[src/rtl/dc_tag_index_steer.sv]
// dc_tag_index_steer: steers D-cache tag requests to even/odd bank FIFOs by set-index parity.
// Rev 1.0 - initial release
`default_nettype none

module dc_tag_index_steer #(
   parameter int Width    = 24,
   parameter int REQ_BITS = 7,
   parameter int IDX_BIT  = 10,
   parameter int DEPTH    = 2,
   parameter int SEQ_BITS = 3
) (
   input  logic                      clk,
   input  logic                      reset,
   input  logic                      req_valid,
   output logic                      req_retry,
   input  logic [REQ_BITS-1:0]       req_type,
   input  logic                      req_write,
   input  logic [Width-1:0]          req_data,
   input  logic [Width-1:0]          req_value,
   output logic                      even_valid,
   input  logic                      even_retry,
   output logic [REQ_BITS-1:0]       even_type,
   output logic                      even_write,
   output logic [Width-1:0]          even_data,
   output logic [Width-1:0]          even_value,
   output logic [SEQ_BITS-1:0]       even_seq,
   output logic                      odd_valid,
   input  logic                      odd_retry,
   output logic [REQ_BITS-1:0]       odd_type,
   output logic                      odd_write,
   output logic [Width-1:0]          odd_data,
   output logic [Width-1:0]          odd_value,
   output logic [SEQ_BITS-1:0]       odd_seq,
   output logic [$clog2(DEPTH):0]    even_cnt,
   output logic [$clog2(DEPTH):0]    odd_cnt
);

   localparam int PW = $clog2(DEPTH);
   localparam int CW = PW + 1;
   localparam int EW = REQ_BITS + 1 + 2 * Width + SEQ_BITS;

   logic [SEQ_BITS-1:0] seq_q;
   logic [SEQ_BITS-1:0] seq_d;
   logic [EW-1:0]       req_entry;
   logic                tgt;
   logic                accept;
   logic [1:0]          bank_full;
   logic [1:0]          bank_valid;
   logic [1:0]          bank_push;
   logic [1:0]          bank_pop;
   logic [EW-1:0]       head [2];
   logic [CW-1:0]       cnt  [2];

   assign tgt       = req_data[IDX_BIT];
   // A full bank always retries, even if it pops this cycle: no same-cycle bypass.
   assign req_retry = req_valid & bank_full[tgt];
   assign accept    = req_valid & ~bank_full[tgt];
   assign req_entry = {req_type, req_write, req_data, req_value, seq_q};

   assign bank_push = {accept & tgt, accept & ~tgt};
   assign bank_pop  = {bank_valid[1] & ~odd_retry, bank_valid[0] & ~even_retry};

   always_comb begin
      seq_d = seq_q + SEQ_BITS'(accept);
   end

   always_ff @(posedge clk or negedge reset) begin
      if (!reset) begin
         seq_q <= '0;
      end else begin
         seq_q <= seq_d;
      end
   end

   generate
      for (genvar b = 0; b < 2; b++) begin : g_bank
         logic [EW-1:0] mem_q [DEPTH];
         logic [EW-1:0] mem_d [DEPTH];
         logic [PW-1:0] wr_q, wr_d;
         logic [PW-1:0] rd_q, rd_d;
         logic [CW-1:0] cnt_q, cnt_d;

         always_comb begin
            mem_d = mem_q;
            wr_d  = wr_q;
            rd_d  = rd_q;
            if (bank_push[b]) begin
               mem_d[wr_q] = req_entry;
               wr_d        = wr_q + PW'(1);
            end
            if (bank_pop[b]) begin
               rd_d = rd_q + PW'(1);
            end
            cnt_d = cnt_q + CW'(bank_push[b]) - CW'(bank_pop[b]);
         end

         always_ff @(posedge clk or negedge reset) begin
            if (!reset) begin
               for (int i = 0; i < DEPTH; i++) begin
                  mem_q[i] <= '0;
               end
               wr_q  <= '0;
               rd_q  <= '0;
               cnt_q <= '0;
            end else begin
               mem_q <= mem_d;
               wr_q  <= wr_d;
               rd_q  <= rd_d;
               cnt_q <= cnt_d;
            end
         end

         assign bank_full[b]  = (cnt_q == CW'(DEPTH));
         assign bank_valid[b] = (cnt_q != '0);
         assign head[b]       = mem_q[rd_q];
         assign cnt[b]        = cnt_q;
      end
   endgenerate

   assign even_valid = bank_valid[0];
   assign odd_valid  = bank_valid[1];
   assign even_cnt   = cnt[0];
   assign odd_cnt    = cnt[1];
   assign {even_type, even_write, even_data, even_value, even_seq} = head[0];
   assign {odd_type,  odd_write,  odd_data,  odd_value,  odd_seq}  = head[1];

endmodule

`default_nettype wire

[config.mk]
export PLATFORM = sky130hd
export DESIGN_NAME = dc_tag_index_steer
export DESIGN_NICKNAME = d
export VERILOG_FILES = /design/src/rtl/dc_tag_index_steer.sv
export SDC_FILE = /design/constraint.sdc
export NUM_CORES = 1
export LEC_CHECK = 0
export ABC_AREA = 1
export BUFFER_PORTS_ARGS = -buffer_cell sky130_fd_sc_hd__buf_2
export CAP_MARGIN = 0
export CORE_MARGIN = 1.5
export CORE_UTILIZATION = 61
export CTS_BUF_LIST = sky130_fd_sc_hd__clkbuf_8 sky130_fd_sc_hd__clkbuf_16
export DETAILED_ROUTE_END_ITERATION = 10
export GPL_ROUTABILITY_DRIVEN = 0
export PLACE_DENSITY = 0.84
export SLEW_MARGIN = 15
export SYNTH_ARGS = -nofsm -noshare
export SYNTH_HDL_FRONTEND = slang
export SYNTH_SLANG_ARGS = --single-unit
[constraint.sdc]
create_clock -name clk -period 4 [get_ports clk]
set_input_delay 0.4 -clock clk [delete_from_list [all_inputs] [get_ports clk]]
set_output_delay 0.4 -clock clk [all_outputs]
set_load 0.005 [all_outputs]
== Word-level counts from Yosys, hierarchy flattened ==
Index checks and enable logic that the tools add are counted.

* $add $sub $neg: 9
* Multipliers: 0
* Divide/modulo/power cells: 0
* Magnitude comparators: 7
* Equality and inequality tests: 2
* Shift-type cells: 0
* Muxes and demuxes: 14
* Bitwise logic cells: 14
* Reductions and logical operators: 4

{| class="wikitable"
|+ Operators with widths
! kind !! count
|-
| two-way mux 59 bit || 8
|-
| bitwise mux 118 bit || 2
|-
| demux 59 bit (select 1 bit) || 2
|-
| >= comparator 2 bit, second input constant || 4
|-
| inverter 1 -> 2 bit || 4
|-
| bitwise AND 1 bit || 6
|-
| adder 1 bit, second input constant || 4
|-
| adder 2 x 1 -> 2 bit || 2
|-
| == test 2 bit, second input constant || 2
|-
| less-than comparator 2 x 1 -> 1 bit, second input constant || 2
|-
| inverter 1 bit || 4
|-
| nonzero test 2 bit || 2
|-
| subtractor 2 x 1 -> 2 bit || 2
|-
| adder 3 x 1 -> 3 bit || 1
|-
| logical AND 1 bit || 2
|-
| less-than comparator 1 x 2 -> 1 bit, second input constant || 1
|-
| two-way mux 1 bit || 2
|}

* Bits in registers: 247
* Latch bits: 0
* Memory bits (writable): 0
* Bits in read-only memories: 0
* Input bits: 61
* Output and inout bits: 125
* Word-level logic and storage cells: 61
* Memories kept: 0

== Longest topological paths before layout ==
Gate-level depths: netlist of the first run.

* Depth in word-level cells: 8
* Gate-level depth with buffers: 11
* Mapped depth without buffers: 11

== Least setup slack after synthesis of the first run ==
Ideal clock, no wire load.

* Path kind: register to register
* Start: register g_bank[0].cnt_q[0] (netlist: even_cnt[0])
* End: register g_bank[0].cnt_q[1] (netlist: even_cnt[1])
* Library setup time: 0.117 ns
* Arrival: 1.449 ns
* Data required time: 3.883 ns
* Setup slack: 2.435 ns
* Cell stages (with the launch flop): 12
* Buffers on the path: 1
* Period minus slack after synthesis: 1.565 ns
* Cell sequence: dfrtp_1 -> inv_1 -> nand2_1 -> nand4_2 -> buf_2 -> nand2_1 -> nand2_1 -> ha_1 -> xnor2_1 -> inv_1 -> nand2_1 -> nand2_1

* Word-level cells in the longest chain between the ends: 8
* Elaborated cells on any way between the ends: 10
* Those cells by class: 2 x add/sub; 1 x eq/ne; 2 x mux; 4 x bitwise; 1 x reduce/logical

{| class="wikitable"
|+ RTL lines
! element !! RTL line !! text
|-
| from (decl) || 81 || <nowiki>logic [CW-1:0] cnt_q, cnt_d;</nowiki>
|-
| from (signal assigned) || 109 || <nowiki>cnt_q <= cnt_d;</nowiki>
|-
| == test 2 bit || 113 || <nowiki>assign bank_full[b] = (cnt_q == CW'(DEPTH));</nowiki>
|-
| two-way mux 1 bit (implied by the code) (2 in series) || 57 || <nowiki>assign accept = req_valid & ~bank_full[tgt];</nowiki>
|-
| inverter 1 bit || 57 ||
|-
| bitwise AND 1 bit || 57 ||
|-
| bitwise AND 1 bit || 60 || <nowiki>assign bank_push = {accept & tgt, accept & ~tgt};</nowiki>
|-
| adder 2 x 1 -> 2 bit || 94 || <nowiki>cnt_d = cnt_q + CW'(bank_push[b]) - CW'(bank_pop[b]);</nowiki>
|-
| subtractor 2 x 1 -> 2 bit * || 94 ||
|-
| via g_bank[0].cnt_d[1] || 81 ||
|}

Mark *: on every way through the listed nets, which the timed path passes. The rest lies on a longest branch. The select of a mux whose other input is x is not followed.
A chain may end at the register's enable or synchronous reset.

== Worst setup path in the final report of the first run ==
* Start: register g_bank[0].rd_q
* End: output even_data[0]

* Word-level cells in the longest chain between the ends: 4

{| class="wikitable"
|+ RTL lines
! element !! RTL line !! text
|-
| from (decl) || 80 || <nowiki>logic [PW-1:0] rd_q, rd_d;</nowiki>
|-
| from (signal assigned) || 108 || <nowiki>rd_q <= rd_d;</nowiki>
|-
| inverter 1 -> 2 bit (implied by the code) || 115 || <nowiki>assign head[b] = mem_q[rd_q];</nowiki>
|-
| two-way mux 59 bit (implied by the code) (3 in series) || 115 ||
|-
| to (decl) || 24 || <nowiki>output logic [Width-1:0] even_data,</nowiki>
|}

Every way passes these cells. The select of a mux whose other input is x is not followed.

==> run_summary.xml, run 1 <==
<?xml version="1.0" encoding="UTF-8"?>
<metrics>
  <group name="synthesis">
    <metric name="number_of_distinct_standard_cells_referenced_by_the_synthesized_netlist" unit="">23</metric>
    <metric name="synth_enable_flop_cells" unit="">0</metric>
    <metric name="async_flop_share" unit="%">100.0</metric>
    <metric name="syn-cell-area" unit="mm2">0.01154</metric>
    <metric name="synth_top_cell_by_area" unit="">sky130_fd_sc_hd__dfrtp_1</metric>
    <metric name="yosys-mux-area-fraction" unit="%">0</metric>
    <metric name="synth_xor_area_share" unit="%">0.5311</metric>
    <metric name="netlist_top_cells_count" unit="">595 x sky130_fd_sc_hd__nand2_1, 247 x sky130_fd_sc_hd__dfrtp_1, 190 x sky130_fd_sc_hd__inv_1</metric>
    <metric name="synth_simple_gate_area_share" unit="%">20.20</metric>
    <metric name="yosys_most_used_dff" unit="">sky130_fd_sc_hd__dfrtp_1</metric>
    <metric name="synth.yosys.seq_area_share" unit="%">53.54</metric>
    <metric name="synth_top_family_by_area" unit="">simple AND/OR/NAND/NOR gates</metric>
    <metric name="most_numerous_cell_in_the_yosys_netlist" unit="">sky130_fd_sc_hd__nand2_1</metric>
    <metric name="synth_top_cell_area_share" unit="%">53.54</metric>
    <metric name="synth_nets" unit="">1507</metric>
    <metric name="cell_types_occupying_the_most_area_after_synthesis" unit="">sky130_fd_sc_hd__dfrtp_1 54%, sky130_fd_sc_hd__nand2_1 19%, sky130_fd_sc_hd__o21bai_1 7.5%</metric>
    <metric name="syn_inst" unit="">1442</metric>
    <metric name="avgSynthCellArea" unit="um2">8.006</metric>
    <metric name="synth_compound_gate_area_share" unit="%">15.30</metric>
    <metric name="yosys.area_share.adder" unit="%">0.4335</metric>
    <metric name="yosys_register_bits" unit="">247</metric>
    <metric name="yosys_warnings" unit="">0</metric>
  </group>
  <group name="drt">
    <metric name="drcViolationCount" unit="">0</metric>
    <metric name="wl" unit="um">27790</metric>
    <metric name="vias" unit="">9661</metric>
    <metric name="drtIter0Drc" unit="">770</metric>
    <metric name="drt_pass1_iterations" unit="">6</metric>
    <metric name="viasPerCell" unit="">5.294</metric>
    <metric name="routed_length_per_instance" unit="um">15.22</metric>
    <metric name="final_antenna_net_count" unit="">0</metric>
  </group>
  <group name="grt">
    <metric name="grt_pass1_vias" unit="">9166</metric>
    <metric name="maximum_number_of_pins_on_one_net_before_global_route_repair" unit="">123</metric>
    <metric name="globalRoute.totalOverflow" unit="">0</metric>
    <metric name="grt_first_pass_wirelength" unit="um">45620</metric>
    <metric name="antenna_violations_before_repair" unit="">0</metric>
    <metric name="grt.total_usage" unit="%">28.49</metric>
  </group>
  <group name="die">
    <metric name="placementRows" unit="">50</metric>
    <metric name="core" unit="mm2">0.01864</metric>
    <metric name="fp.dieArea" unit="mm2">0.01976</metric>
    <metric name="pin_count" unit="">186</metric>
    <metric name="chipWidth" unit="um">140.6</metric>
    <metric name="die-height" unit="um">140.6</metric>
    <metric name="floorplan.initialDensity" unit="%">61.93</metric>
  </group>
  <group name="clock_network">
    <metric name="clk_path_buf_depth" unit="">3</metric>
    <metric name="clock_sinks" unit="">247</metric>
    <metric name="cts_htree_levels" unit="">1</metric>
    <metric name="postCtsSetupRepairBufs" unit="">0</metric>
    <metric name="post_cts_hold_buffer_count" unit="">0</metric>
    <metric name="post_cts_resize_count" unit="">0</metric>
    <metric name="clock-root-buffer" unit="">sky130_fd_sc_hd__clkbuf_16</metric>
    <metric name="cts_tree" unit="">yes</metric>
    <metric name="clock_edge_transition_at_the_registers_on_the_reported_setup_and_hold_paths" unit="ns">0.06</metric>
    <metric name="numCtsBuffers" unit="">25</metric>
    <metric name="clock_insertion_delay_at_the_later_pin_of_the_skew_report" unit="ns">0.51</metric>
  </group>
  <group name="critical_path">
    <metric name="worstPathArrival" unit="ns">2.30</metric>
    <metric name="critical_path_required" unit="ns">3.60</metric>
    <metric name="rrSetupSlack" unit="ns">1.66</metric>
    <metric name="path_max_fanout" unit="">119</metric>
    <metric name="worst_setup_path_end_kind" unit="">output port</metric>
    <metric name="critical_path.startpoint_type" unit="">flop</metric>
    <metric name="timing_worst_setup_path_type" unit="">flop to output port</metric>
  </group>
  <group name="min_path">
    <metric name="timing.hold.worst.class" unit="">input pin to asynchronous set/reset pin</metric>
  </group>
  <group name="sta">
    <metric name="fin_hold_ws" unit="ns">-0.03574</metric>
    <metric name="final.setup_skew" unit="ns">0.01022</metric>
    <metric name="finalHoldViolations" unit="">10</metric>
    <metric name="worst-slew-pin-transition" unit="ns">1.167</metric>
    <metric name="unrepaired_setup_endpoints_after_global_routing" unit="">no</metric>
    <metric name="timing.setup.tns" unit="ns">0</metric>
    <metric name="finalMaxSlewViolations" unit="">0</metric>
    <metric name="timing.fmax" unit="GHz">0.3699</metric>
    <metric name="finalCriticalPeriod" unit="ns">2.703</metric>
    <metric name="min_period_over_period" unit="%">67.58</metric>
    <metric name="finalSetupViolations" unit="">0</metric>
    <metric name="worst_slew_margin_rel" unit="%">22.20</metric>
  </group>
  <group name="pwr">
    <metric name="p_clk_share" unit="%">21.9</metric>
    <metric name="power.switching" unit="mW">4.234</metric>
    <metric name="static-leakage-power" unit="nW">7.129</metric>
    <metric name="power_report.internal_total" unit="mW">7.001</metric>
    <metric name="sequentialPowerShare" unit="%">41.1</metric>
    <metric name="power_per_cell_area" unit="mW/mm2">841.4</metric>
    <metric name="ir_drop" unit="uV">586.2</metric>
    <metric name="power.share.switching" unit="%">37.69</metric>
    <metric name="power.combinational.fraction" unit="%">37.0</metric>
  </group>
  <group name="final_layout">
    <metric name="final_cells" unit="">1825</metric>
    <metric name="finish.net_count" unit="">1643</metric>
    <metric name="share_of_final_layout_standard_cells_stronger_than_drive_strength_1" unit="%">15.52</metric>
    <metric name="antenna_cells" unit="">0</metric>
    <metric name="flow.area_growth_from_synthesis" unit="%">15.66</metric>
    <metric name="utilization" unit="%">71.62</metric>
  </group>
  <group name="job">
    <metric name="timing.max_cap.violations" unit="">0</metric>
  </group>
  <group name="placement">
    <metric name="dp.cells" unit="">1785</metric>
    <metric name="number_of_i_o_port_buffers" unit="">185</metric>
    <metric name="detailed_place_hpwl" unit="um">16610</metric>
  </group>
  <group name="outcome">
    <metric name="outcome" unit="">complete, but fails checks</metric>
    <metric name="failing_checks" unit="">negative hold slack</metric>
  </group>
</metrics>
per-stage QoR:
| step | area, um2 | power, mW | setup slack, ns |
|---|---|---|---|
| floorplan | 11540 | 7.030 | 2.435 |
| global placement | 12500 | 8.584 | 1.700 |
| detailed placement | 12500 | 8.761 | 1.575 |
| CTS | 13350 | 11.30 | 1.310 |
| global route | 13350 | 12.09 | 1.144 |
| finish | 13350 | 11.24 | 1.297 |
flip-flops by register name, summed over array words and instances (netlist names):
name	cells
even_cnt	2
seq_q	3
g_bank.rd_q	2
odd_cnt	2
g_bank.wr_q	2
g_bank.mem_q	236
worst paths after layout:
| kind | startpoint | end | cells after the start |
|---|---|---|---|
| max | g_bank[0].rd_q | even_data[0] | 2 |
| min | reset | g_bank[0].mem_q[81] | 1 |
| max reg2reg | odd_cnt[0] | even_cnt[1] | 11 |
| min reg2reg | g_bank[1].mem_q[96] | g_bank[1].mem_q[96] | 2 |
| max in group asynchronous | reset | g_bank[0].mem_q[110] | 2 |
| min in group clk | req_value[16] | g_bank[0].mem_q[19] | 3 |
kinds of logic after synthesis:
family	after synthesis
compound gates	295
xor+xnor	7
fa+ha+maj	4
buf+inv	280
flops	247
simple gates	609
placed cells by master, fill, tap and decap left out, drive strengths merged, types with 3 or more instances in the layout:
cell	synthesis	layout
nand3	4	4
o21bai	116	116
o21ai	177	177
nor2	8	8
clkbuf	40	29
nand2	595	595
bufinv	0	5
dfrtp	247	247
buf	48	197
ha	4	4
inv	192	195
xor2	5	5
clkinv	0	3
power groups by stage:
stage | clock (mW) | sequential (mW) | combinational, mW
floorplan | 0 | 4.14 | 2.89
global placement | 0 | 4.59 | 4.00
detailed placement | 0 | 4.64 | 4.12
CTS | 2.49 | 4.62 | 4.19
global route | 2.58 | 4.78 | 4.73
finish | 2.46 | 4.62 | 4.16
routing by layer:
metal,track usage (%),vias to the layer above,share of wire [%]
li1,-,4666,-
met1,40.80,4573,44
met2,46.25,370,47
met3,3.567,52,6.2
met4,8.388,0,2.7
met5,0,-,0
critical path, cell delays in order, from the launching register on:
cell and delay [ns]:
sky130_fd_sc_hd__dfrtp_4 1.15, sky130_fd_sc_hd__o21ai_0 0.32, sky130_fd_sc_hd__buf_2 0.21
layout make-up:
type	count	area, um2
Multi-Input combinational cell	915	4229
Inverter	192	720.7
Sequential cell	247	6190
Timing Repair Buffer	197	1064
Clock buffer	29	680.7
Clock inverter	11	176.4
Tap cell	234	292.8
Fill cell	1413	5290
(Power assumes the default switching activity.)
==> inputs of run 2 (changes only) <==
--- a/config.mk
+++ b/config.mk
@@ -5,15 +5,15 @@
 export SDC_FILE = /design/constraint.sdc
 export NUM_CORES = 1
 export LEC_CHECK = 0
-export ABC_AREA = 1
+export ABC_AREA = 0
 export BUFFER_PORTS_ARGS = -buffer_cell sky130_fd_sc_hd__buf_2
 export CAP_MARGIN = 0
 export CORE_MARGIN = 1.5
-export CORE_UTILIZATION = 61
+export CORE_UTILIZATION = 56
 export CTS_BUF_LIST = sky130_fd_sc_hd__clkbuf_8 sky130_fd_sc_hd__clkbuf_16
 export DETAILED_ROUTE_END_ITERATION = 10
 export GPL_ROUTABILITY_DRIVEN = 0
-export PLACE_DENSITY = 0.84
+export PLACE_DENSITY = 0.79
 export SLEW_MARGIN = 15
 export SYNTH_ARGS = -nofsm -noshare
 export SYNTH_HDL_FRONTEND = slang
==> constraint.sdc (replaced) <==
create_clock -name clk -period 2.7 [get_ports clk]
set_input_delay 0.27 -clock clk [delete_from_list [all_inputs] [get_ports clk]]
set_output_delay 0.27 -clock clk [all_outputs]
set_load 0.005 [all_outputs]
==> run 2 against run 1 <==
The flow now finishes without violations. Cell count is 37% lower. Synthesized cell count is 53% lower. Clock-buffer cell count is 6 higher. Utilization is 3.0 points lower. Synthesized area is 6.2% lower. Global-route usage is 5.5 points lower. Via count is 35% lower. Largest cell class unchanged. Largest power group is now combinational logic. Highest routed layer is now met5.
==> run_summary.xml, run 2 <==
<?xml version="1.0" encoding="UTF-8"?>
<metrics>
  <group name="grt">
    <metric name="maximum_number_of_pins_on_one_net_before_global_route_repair" unit="">92</metric>
    <metric name="antenna_violations_before_repair" unit="">3</metric>
    <metric name="grt_pass1_vias" unit="">6905</metric>
    <metric name="grt.total_usage" unit="%">23.03</metric>
    <metric name="globalRoute.totalOverflow" unit="">0</metric>
    <metric name="grt_first_pass_wirelength" unit="um">36650</metric>
  </group>
  <group name="placement">
    <metric name="number_of_i_o_port_buffers" unit="">185</metric>
    <metric name="detailed_place_hpwl" unit="um">15040</metric>
  </group>
  <group name="synthesis">
    <metric name="syn_inst" unit="">684</metric>
    <metric name="synth_top_cell_area_share" unit="%">57.06</metric>
    <metric name="yosys_warnings" unit="">0</metric>
    <metric name="syn-cell-area" unit="mm2">0.01083</metric>
    <metric name="cell_types_occupying_the_most_area_after_synthesis" unit="">sky130_fd_sc_hd__dfrtp_1 57%, sky130_fd_sc_hd__mux2_2 33%, sky130_fd_sc_hd__mux2_4 3.7%</metric>
    <metric name="avgSynthCellArea" unit="um2">15.84</metric>
    <metric name="synth.yosys.seq_area_share" unit="%">57.06</metric>
    <metric name="synth_enable_flop_cells" unit="">0</metric>
    <metric name="yosys_most_used_dff" unit="">sky130_fd_sc_hd__dfrtp_1</metric>
    <metric name="yosys_register_bits" unit="">247</metric>
    <metric name="synth_top_cell_by_area" unit="">sky130_fd_sc_hd__dfrtp_1</metric>
    <metric name="most_numerous_cell_in_the_yosys_netlist" unit="">sky130_fd_sc_hd__mux2_2</metric>
    <metric name="netlist_top_cells_count" unit="">315 x sky130_fd_sc_hd__mux2_2, 247 x sky130_fd_sc_hd__dfrtp_1, 27 x sky130_fd_sc_hd__mux2_4</metric>
    <metric name="number_of_distinct_standard_cells_referenced_by_the_synthesized_netlist" unit="">33</metric>
    <metric name="synth_nets" unit="">749</metric>
    <metric name="async_flop_share" unit="%">100.0</metric>
  </group>
  <group name="sta">
    <metric name="worst-slew-pin-transition" unit="ns">0.7299</metric>
    <metric name="min_period_over_period" unit="%">77.83</metric>
    <metric name="finalSetupViolations" unit="">0</metric>
    <metric name="finalHoldViolations" unit="">0</metric>
    <metric name="final.setup_skew" unit="ns">0.008172</metric>
    <metric name="worst_slew_margin_rel" unit="%">51.34</metric>
    <metric name="unrepaired_setup_endpoints_after_global_routing" unit="">no</metric>
    <metric name="timing.fmax" unit="GHz">0.4759</metric>
    <metric name="finalCriticalPeriod" unit="ns">2.101</metric>
    <metric name="finalMaxSlewViolations" unit="">0</metric>
    <metric name="timing.setup.tns" unit="ns">0</metric>
    <metric name="fin_hold_ws" unit="ns">0.02836</metric>
  </group>
  <group name="die">
    <metric name="core" unit="mm2">0.01883</metric>
    <metric name="pin_count" unit="">186</metric>
    <metric name="fp.dieArea" unit="mm2">0.02019</metric>
    <metric name="placementRows" unit="">50</metric>
    <metric name="die-height" unit="um">142.1</metric>
    <metric name="chipWidth" unit="um">142.1</metric>
    <metric name="floorplan.initialDensity" unit="%">57.52</metric>
  </group>
  <group name="final_layout">
    <metric name="finish.net_count" unit="">941</metric>
    <metric name="reg.largest.list" unit="">g_bank.mem_q x236, seq_q x3</metric>
    <metric name="share_of_final_layout_standard_cells_stronger_than_drive_strength_1" unit="%">66.59</metric>
    <metric name="largest_register_ffs" unit="">236</metric>
    <metric name="mostFrequentLayoutCells" unit="">315 x sky130_fd_sc_hd__mux2_2, 245 x sky130_fd_sc_hd__dfrtp_1, 184 x sky130_fd_sc_hd__buf_2</metric>
    <metric name="flow.area_growth_from_synthesis" unit="%">19.29</metric>
    <metric name="largest-register" unit="">g_bank.mem_q</metric>
    <metric name="layout_commonest_cell" unit="">sky130_fd_sc_hd__mux2_2</metric>
  </group>
  <group name="clock_network">
    <metric name="clock-root-buffer" unit="">sky130_fd_sc_hd__clkbuf_16</metric>
    <metric name="numCtsBuffers" unit="">26</metric>
    <metric name="postCtsSetupRepairBufs" unit="">0</metric>
    <metric name="cts_htree_levels" unit="">1</metric>
    <metric name="clock_insertion_delay_at_the_later_pin_of_the_skew_report" unit="ns">0.51</metric>
    <metric name="clk_path_buf_depth" unit="">3</metric>
    <metric name="post_cts_resize_count" unit="">0</metric>
    <metric name="cts_tree" unit="">yes</metric>
    <metric name="post_cts_hold_buffer_count" unit="">1</metric>
    <metric name="clock_sinks" unit="">247</metric>
    <metric name="clock_edge_transition_at_the_registers_on_the_reported_setup_and_hold_paths" unit="ns">0.06</metric>
  </group>
  <group name="drt">
    <metric name="drtIter0Drc" unit="">224</metric>
    <metric name="drcViolationCount" unit="">0</metric>
    <metric name="viasPerCell" unit="">5.451</metric>
    <metric name="vias" unit="">6291</metric>
    <metric name="wl" unit="um">22630</metric>
    <metric name="final_antenna_net_count" unit="">0</metric>
    <metric name="drt_pass1_iterations" unit="">4</metric>
    <metric name="routed_length_per_instance" unit="um">19.61</metric>
  </group>
  <group name="critical_path">
    <metric name="critical_path_required" unit="ns">2.43</metric>
    <metric name="timing_worst_setup_path_type" unit="">flop to output port</metric>
    <metric name="critical_path.startpoint_type" unit="">flop</metric>
    <metric name="worstPathArrival" unit="ns">1.83</metric>
    <metric name="path_max_fanout" unit="">31</metric>
    <metric name="worst_setup_path_end_kind" unit="">output port</metric>
  </group>
  <group name="pwr">
    <metric name="power_per_cell_area" unit="mW/mm2">1286</metric>
    <metric name="static-leakage-power" unit="nW">5.936</metric>
    <metric name="ir_drop" unit="uV">783.8</metric>
  </group>
  <group name="min_path">
    <metric name="timing.hold.worst.class" unit="">input pin to flop</metric>
  </group>
  <group name="outcome">
    <metric name="outcome" unit="">completed</metric>
  </group>
  <group name="job">
    <metric name="timing.max_cap.violations" unit="">0</metric>
  </group>
</metrics>
[run 2: changes by cell type after synthesis, moves of 4 or more]
| cell | previous run | this run |
|---|---|---|
| sky130_fd_sc_hd__nand2_1 | 595 | 2 |
| sky130_fd_sc_hd__mux2_2 | 0 | 315 |
| sky130_fd_sc_hd__inv_1 | 190 | 1 |
| sky130_fd_sc_hd__o21ai_0 | 153 | 1 |
| sky130_fd_sc_hd__o21bai_1 | 116 | 0 |
| sky130_fd_sc_hd__clkbuf_1 | 40 | 10 |
| sky130_fd_sc_hd__mux2_4 | 0 | 27 |
| sky130_fd_sc_hd__o21ai_1 | 24 | 0 |
| sky130_fd_sc_hd__buf_2 | 31 | 12 |
| sky130_fd_sc_hd__mux2_1 | 0 | 9 |
| sky130_fd_sc_hd__nand2b_1 | 0 | 4 |
[run 2: final timing paths]
check,startpoint,to,slack (ns),cells past startpoint
max in group asynchronous,reset,g_bank[0].mem_q[51],1.53,3
hold / removal,req_value[0],g_bank[1].mem_q[62],0.03,2
min in group asynchronous,reset,g_bank[1].mem_q[108],0.35,2
setup reg to reg,even_cnt[0],g_bank[0].mem_q[61],0.67,5
hold reg to reg,g_bank[1].mem_q[96],g_bank[1].mem_q[96],0.46,1
setup / recovery,g_bank[0].rd_q,even_data[8],0.60,3
[run 2: where the power goes]
part           internal (mW)  leakage [nW]  switching, mW
Clock                   2.00         0.433           1.35
Combinational           4.04          2.57           2.67
Sequential              5.58          2.93          0.980
Total                   11.6          5.94           5.00
[run 2: area by class of cell]
cell class,instances,area (um2)
Fill cell,1309,5909
Clock inverter,9,37.54
Tap cell,260,325.3
Clock buffer,35,785.8
Sequential cell,247,6183
Timing Repair Buffer,202,1154
Inverter,1,3.754
Antenna cell,2,5.005
Multi-Input combinational cell,398,4427
[run 2: through the flow]
step | std cells | worst slack, ns | util, % | cell area (um2) | power [mW]
CTS | 1152 | 0.5717 | 68.59 | 12920 | 16.79
detailed placement | 1107 | 0.6375 | 64.17 | 12080 | 13.34
global placement | 1107 | 0.6879 | 64.17 | 12080 | 12.91
floorplan | 684 | 1.147 | - | 10830 | 10.71
finish | 1154 | 0.5985 | 68.62 | 12920 | 16.62
global route | 1154 | 0.5089 | 68.62 | 12920 | 17.67
[run 2: critical path: stages (launching register included)]
cell                      delay [ns]
sky130_fd_sc_hd__dfrtp_2        0.35
sky130_fd_sc_hd__buf_4          0.39
sky130_fd_sc_hd__mux2_2         0.42
sky130_fd_sc_hd__buf_2          0.13
[run 2: metal layers]
metal / global-route usage (%) / wire length, um / share of wire [%]
met1: 29.11 / 9423 / 42
met2: 39.49 / 11260 / 50
met3: 5.922 / 1511 / 6.7
met4: 6.240 / 431 / 1.9
met5: 0 / 7 / 0.031
[run 2: kinds of logic after synthesis]
logic type,after synthesis,share of synthesized area [%]
and+or+nand+nor,30,1.883
muxes,351,37.43
DFF,247,57.06
buffers and inverters,39,2.183
xor gates and xnor gates,7,0.5660
AOI/OAI and AO/OA,6,0.4158
adders and majority gates,4,0.4621
